File: src/rtl/scalar_mul_ram_loader.sv
// Host-side loader for a RAM-mapped scalar-multiply engine: streams operand words into
// RAM, kicks the engine through a command word, polls status, then streams results back.
module scalar_mul_ram_loader #(
  parameter int Data      = 256,
  parameter int Addr      = 5,
  parameter int Beat      = 32,
  parameter int CMD_ADDR  = 62,
  parameter int STAT_ADDR = 63
) (
  input  logic            clk,
  input  logic            rst,
  input  logic            start,
  input  logic [Addr:0]   n_in,
  input  logic [Addr:0]   res_base,
  input  logic [Addr:0]   n_out,
  input  logic [Beat-1:0] in_data,
  input  logic            in_valid,
  output logic            in_ready,
  output logic [Beat-1:0] out_data,
  output logic            out_valid,
  input  logic            out_ready,
  output logic            busy,
  output logic            done,
  output logic            a_w,
  output logic [Addr:0]   a_adbus,
  output logic [Data-1:0] a_data_in,
  input  logic [Data-1:0] a_data_out
);

  localparam int Beats = Data / Beat;
  localparam int BW    = (Beats > 1) ? $clog2(Beats) : 1;

  localparam logic [Addr:0]   CMD_A     = CMD_ADDR[Addr:0];
  localparam logic [Addr:0]   STAT_A    = STAT_ADDR[Addr:0];
  localparam logic [Addr:0]   WORD_ONE  = 1;
  localparam logic [BW-1:0]   BEAT_ONE  = 1;
  localparam logic [BW-1:0]   LAST_BEAT = BW'(Beats - 1);

  typedef enum logic [3:0] {
    IDLE, LOAD, WR, CMD, POLL_A, POLL_D, RD_A, RD_D, STREAM, CLR
  } state_t;

  state_t        state, state_d;
  logic [Addr:0] n_in_q, n_out_q, res_base_q;
  logic [Addr:0] word_cnt, rd_cnt;
  logic [Addr:0] word_cnt_inc, rd_cnt_inc;
  logic [BW-1:0] beat_cnt;
  logic [Data-1:0] asm_q, shift_q;

  assign word_cnt_inc = word_cnt + WORD_ONE;
  assign rd_cnt_inc   = rd_cnt + WORD_ONE;
  assign out_data     = shift_q[Beat-1:0];

  always_ff @(posedge clk) begin
    if (rst) state <= IDLE;
    else     state <= state_d;
  end

  always_comb begin
    state_d   = state;
    in_ready  = 1'b0;
    out_valid = 1'b0;
    busy      = (state != IDLE);
    done      = 1'b0;
    a_w       = 1'b0;
    a_adbus   = '0;
    a_data_in = '0;
    case (state)
      IDLE: begin
        if (start) state_d = (n_in == '0) ? CMD : LOAD;
      end
      LOAD: begin
        in_ready = 1'b1;
        if (in_valid && (beat_cnt == LAST_BEAT)) state_d = WR;
      end
      WR: begin
        a_w       = 1'b1;
        a_adbus   = word_cnt;
        a_data_in = asm_q;
        state_d   = (word_cnt_inc == n_in_q) ? CMD : LOAD;
      end
      CMD: begin
        a_w       = 1'b1;
        a_adbus   = CMD_A;
        a_data_in = {{(Data-1){1'b0}}, 1'b1};
        state_d   = POLL_A;
      end
      POLL_A: begin
        a_adbus = STAT_A;
        state_d = POLL_D;
      end
      POLL_D: begin
        // Status read data belongs to the address presented in POLL_A
        if (a_data_out[0]) state_d = (n_out_q == '0) ? CLR : RD_A;
        else               state_d = POLL_A;
      end
      RD_A: begin
        a_adbus = res_base_q + rd_cnt;
        state_d = RD_D;
      end
      RD_D: begin
        state_d = STREAM;
      end
      STREAM: begin
        out_valid = 1'b1;
        if (out_ready && (beat_cnt == LAST_BEAT))
          state_d = (rd_cnt_inc == n_out_q) ? CLR : RD_A;
      end
      CLR: begin
        a_w       = 1'b1;
        a_adbus   = CMD_A;
        a_data_in = '0;
        done      = 1'b1;
        state_d   = IDLE;
      end
      default: state_d = IDLE;
    endcase
  end

  // Operand beats shift in from the top so beat k ends up at bits k*Beat once the word is full
  always_ff @(posedge clk) begin
    if (rst) begin
      n_in_q     <= '0;
      n_out_q    <= '0;
      res_base_q <= '0;
      word_cnt   <= '0;
      rd_cnt     <= '0;
      beat_cnt   <= '0;
      asm_q      <= '0;
      shift_q    <= '0;
    end else begin
      case (state)
        IDLE: begin
          if (start) begin
            n_in_q     <= n_in;
            n_out_q    <= n_out;
            res_base_q <= res_base;
            word_cnt   <= '0;
            rd_cnt     <= '0;
            beat_cnt   <= '0;
          end
        end
        LOAD: begin
          if (in_valid) begin
            asm_q    <= {in_data, asm_q[Data-1:Beat]};
            beat_cnt <= (beat_cnt == LAST_BEAT) ? '0 : beat_cnt + BEAT_ONE;
          end
        end
        WR: begin
          word_cnt <= word_cnt_inc;
        end
        RD_D: begin
          shift_q  <= a_data_out;
          beat_cnt <= '0;
        end
        STREAM: begin
          if (out_ready) begin
            shift_q <= shift_q >> Beat;
            if (beat_cnt == LAST_BEAT) begin
              beat_cnt <= '0;
              rd_cnt   <= rd_cnt_inc;
            end else begin
              beat_cnt <= beat_cnt + BEAT_ONE;
            end
          end
        end
        default: ;
      endcase
    end
  end

endmodule

File: config.mk
export PLATFORM = sky130hd
export DESIGN_NAME = scalar_mul_ram_loader
export DESIGN_NICKNAME = d
export VERILOG_FILES = /design/src/rtl/scalar_mul_ram_loader.sv
export SDC_FILE = /design/constraint.sdc
export NUM_CORES = 1
export LEC_CHECK = 0
export BUFFER_PORTS_ARGS = -buffer_cell sky130_fd_sc_hd__buf_2
export CAP_MARGIN = 5
export CORE_MARGIN = 3
export CORE_UTILIZATION = 40
export CTS_CLUSTER_SIZE = 10
export DETAILED_ROUTE_END_ITERATION = 10
export PLACE_DENSITY = 0.73
export SLEW_MARGIN = 20
export SYNTH_ARGS = -nofsm -noshare
export SYNTH_HDL_FRONTEND = slang
export SYNTH_SLANG_ARGS = --single-unit
File: constraint.sdc
create_clock -name clk -period 2.2 [get_ports clk]
set_input_delay 0 -clock clk [delete_from_list [all_inputs] [get_ports clk]]
set_output_delay 0 -clock clk [all_outputs]
set_load 0.005 [all_outputs]
==> impl_metrics.toml <==
[synth]
synthesis.area_um2 = 24300
synthDistinctLibCells = 54
synthCells = 3100
synth_ff_type = "dfxtp_1"
seq_area_frac_synth_pct = 45.3
synthTopCellsByArea = "dfxtp_1 (45%), nand2_1 (16%), and2_1 (6.7%)"
synth_seq_cells = 549
synth_top_area_cell = "dfxtp_1"
synth_commonest_cells = "nand2_1 (1011), dfxtp_1 (549), a21oi_1 (304), nor2_1 (281), and2_1 (261)"
yosysWarnings = 0
synth_edf_count = 0
synth_fp_nets = 3421
netlist.area_leader.share_pct = 45.3
async_flop_share_pct = 0
synth_most_common_cell = "nand2_1"
postSynthAreaPerCell_um2 = 7.83

[run_status]
violations = "negative setup slack"
outcome = "finished with violations"

[setup_path]
endpoint_kind = "output port"
timing.rr.start = "state[2]"
critPathTopFamily = "adder cells"
r2r_cells = 9
cp.depth = 8
crit_path_top_delay_cell = "dfxtp_4"
critPathMaxStageDelay_ns = 0.36
start_kind = "flip-flop"
path_cells = "ha_4 -> fa_2 -> a21o_1 -> a21oi_2 -> xnor2_1 -> o211ai_1 -> nand3_1 -> buf_2"
crit_type = "reg2out"
critical_path_peak_fanout = 2
r2r_setup_slack_ns = -0.09
critPathBufInv = 1
cp_data_arrival_time_ns = 2.31
cp.required_ns = 2.20
crit_start = "rd_cnt[0]"

[global_route]
grt_max_degree = 111
gr-total-overflow = 0
grt_use_total_pct = 28.1
grt_first_pass_wirelength_um = 141000
first_global_vias = 24700
antenna_found_initial = 5

[floorplanning]
die-area_um2 = 63700
pin_count = 610
num_rows = 89
initial_core_util_pct = 40.7
core_um2 = 59600
dieWidth_um = 252
die_h_um = 252

[sta]
final-setup-viol-count = 30
hold_violations = 0
drv_slew = 0
fmax_mhz = 432
period_minus_slack_ns = 2.31
layout_setup_ws_ns = -0.113
finClkSkew_ns = 0.0131
min_period_over_period_pct = 105
maxSlewHeadroom_pct = 61.7
rsz0062_at_grt = "true"
worst_pin_slew_ns = 0.575
finalSetupTns_ns = -0.851

[final_layout]
regArea_um2 = 11000
nFillCells = 4957
layout-drive-gt1-share_pct = 24.8
multi_input_area_um2 = 12000
area_growth_pct = 39.6
finish.net_count = 4250

[clock_tree]
htreeDepth = 3
cts_tree = "done"
clock_sinks = 549
numCtsBuffers = 66
clkLatencyLatePin_ns = 0.59
clockRootBuffer = "clkbuf_16"
clk_path_buf_depth = 3
clk_pin_slew_ns = 0.06

[worst_hold_path]
hp-class = "in2reg"
min_path_cells = 5
min_from = "start"

[place]
dp_hpwl_um = 57700
gp_congestion = 0.912
portBuffers = 609

[power_and_ir_drop]
power_mw = 23.8
power_density_nw_per_um2 = 702
vdd_ir_drop_max_mv = 0.563
leakagePower_nw = 13.7

[drt]
drtAntennaViolNets = 0
vias = 26100
drc = 0
drtPass1Iterations = 7
vias_per_cell = 5.52
drt_iter0_drc = 3035
post_drt_wl_per_cell_um = 20.0
wl_um = 94400

[flow_run]
drv_cap = 0
-- where the power goes --
| part | leakage [nW] | internal, mW | switching [mW] |
|---|---|---|---|
| logic | 8.35 | 1.58 | 2.18 |
| clock network | 0.903 | 5.63 | 4.13 |
| registers | 4.43 | 10.1 | 0.151 |
| total | 13.7 | 17.3 | 6.46 |
-- worst register-to-register path, delay by kind of cell, from the launching register on --
kind	cells	cell delay (ns)
buf+inv	4	0.63
compound gates	2	0.55
flops	1	0.35
simple gates	3	0.64
-- worst paths after layout --
path,endpoint
min,word_cnt[0]
max,a_adbus[4]
max reg2reg,shift_q[123]
min reg2reg,asm_q[28]
-- layout by cell type, fill, tap and decap left out, types with 6 or more instances in the layout --
| cell | synthesis | layout |
|---|---|---|
| a21oi_1 | 304 | 301 |
| a22oi_1 | 33 | 33 |
| a311oi_1 | 132 | 132 |
| a311oi_2 | 94 | 94 |
| and2_1 | 261 | 218 |
| and2_4 | 0 | 43 |
| buf_12 | 0 | 39 |
| buf_2 | 58 | 604 |
| buf_4 | 73 | 63 |
| buf_6 | 0 | 14 |
| clkbuf_1 | 167 | 11 |
| clkbuf_16 | 0 | 71 |
| dfxtp_1 | 549 | 539 |
| dfxtp_4 | 0 | 6 |
| dlygate4sd3_1 | 0 | 327 |
| ha_1 | 9 | 7 |
| nand2_1 | 1011 | 1010 |
| nand3_1 | 10 | 10 |
| nor2_1 | 281 | 279 |
| nor3_1 | 8 | 8 |
| o211ai_1 | 6 | 6 |
| o21ai_0 | 18 | 15 |
| xnor2_1 | 14 | 14 |
-- flip-flops by register name (all words and copies together), names as in the netlist --
register and count:
asm_q 256, beat_cnt 3, n_in_q 6, n_out_q 6, rd_cnt 6, res_base_q 6
shift_q 256, state 4, word_cnt 6
-- routing by layer --
| metal | track usage (%) | part of all wire [%] | vias up |
|---|---|---|---|
| li1 | - | - | 12000 |
| met4 | 18.6 | 7.2 | 0 |
| met3 | 4.82 | 8.0 | 469 |
| met2 | 44.2 | 46 | 1541 |
| met5 | 0 | 0 | - |
| met1 | 35.8 | 39 | 12100 |
-- cells by family (layout without fill, tap and decap cells) --
group                    Yosys count  count (layout)  share of synthesized area (%)
multiplexers                       2               2                         0.0876
AND/OR/NAND/NOR                 1606            1606                           28.2
XOR/XNOR                          19              19                          0.685
AO/OA/AOI/OAI                    608             608                           19.1
adder cells (fa/ha/maj)           10              10                          0.546
flip-flops                       549             549                           45.3
other                              0               5                              0
buffers and inverters            306            1155                           6.16
-- area by class of cell --
cell class | count | share of cell area (%)
inverters | 7 | 0.0923
multi-input cells | 2245 | 35.4
flip-flops and latches | 549 | 32.5
clock buffers | 81 | 5.22
clock inverters | 7 | 0.225
diodes | 5 | 0.0369
repair buffers | 1060 | 23.7
well taps | 773 | 2.85
-- what timing repair did --
item,CTS,global route
endpoints found under the hold margin,338,0
gates resized for setup,77,31
setup endpoints to repair,255,333
gates cloned,8,5
pin swaps,15,8
hold buffers,327,0
buffers inserted,19,2
-- stage by stage --
| stage | cells | hold slack (ns) | utilization, % | setup WS [ns] | instance area [µm²] |
|---|---|---|---|---|---|
| 6_report | 4727 | 0.123 | 56.9 | -0.113 | 33900 |
| 3_3_place_gp | 4277 | 0.240 | 47.0 | 0.182 | 28000 |
| 5_1_grt | 4726 | 0.151 | 56.9 | -0.221 | 33900 |
| 4_1_cts | 4718 | 0.0424 | 56.6 | -0.122 | 33700 |
| 2_1_floorplan | 3100 | 0.136 | - | 0.448 | 24300 |
| 3_5_place_dp | 4277 | 0.246 | 47.0 | 0.127 | 28000 |
Power figures use the tool's default switching activity.
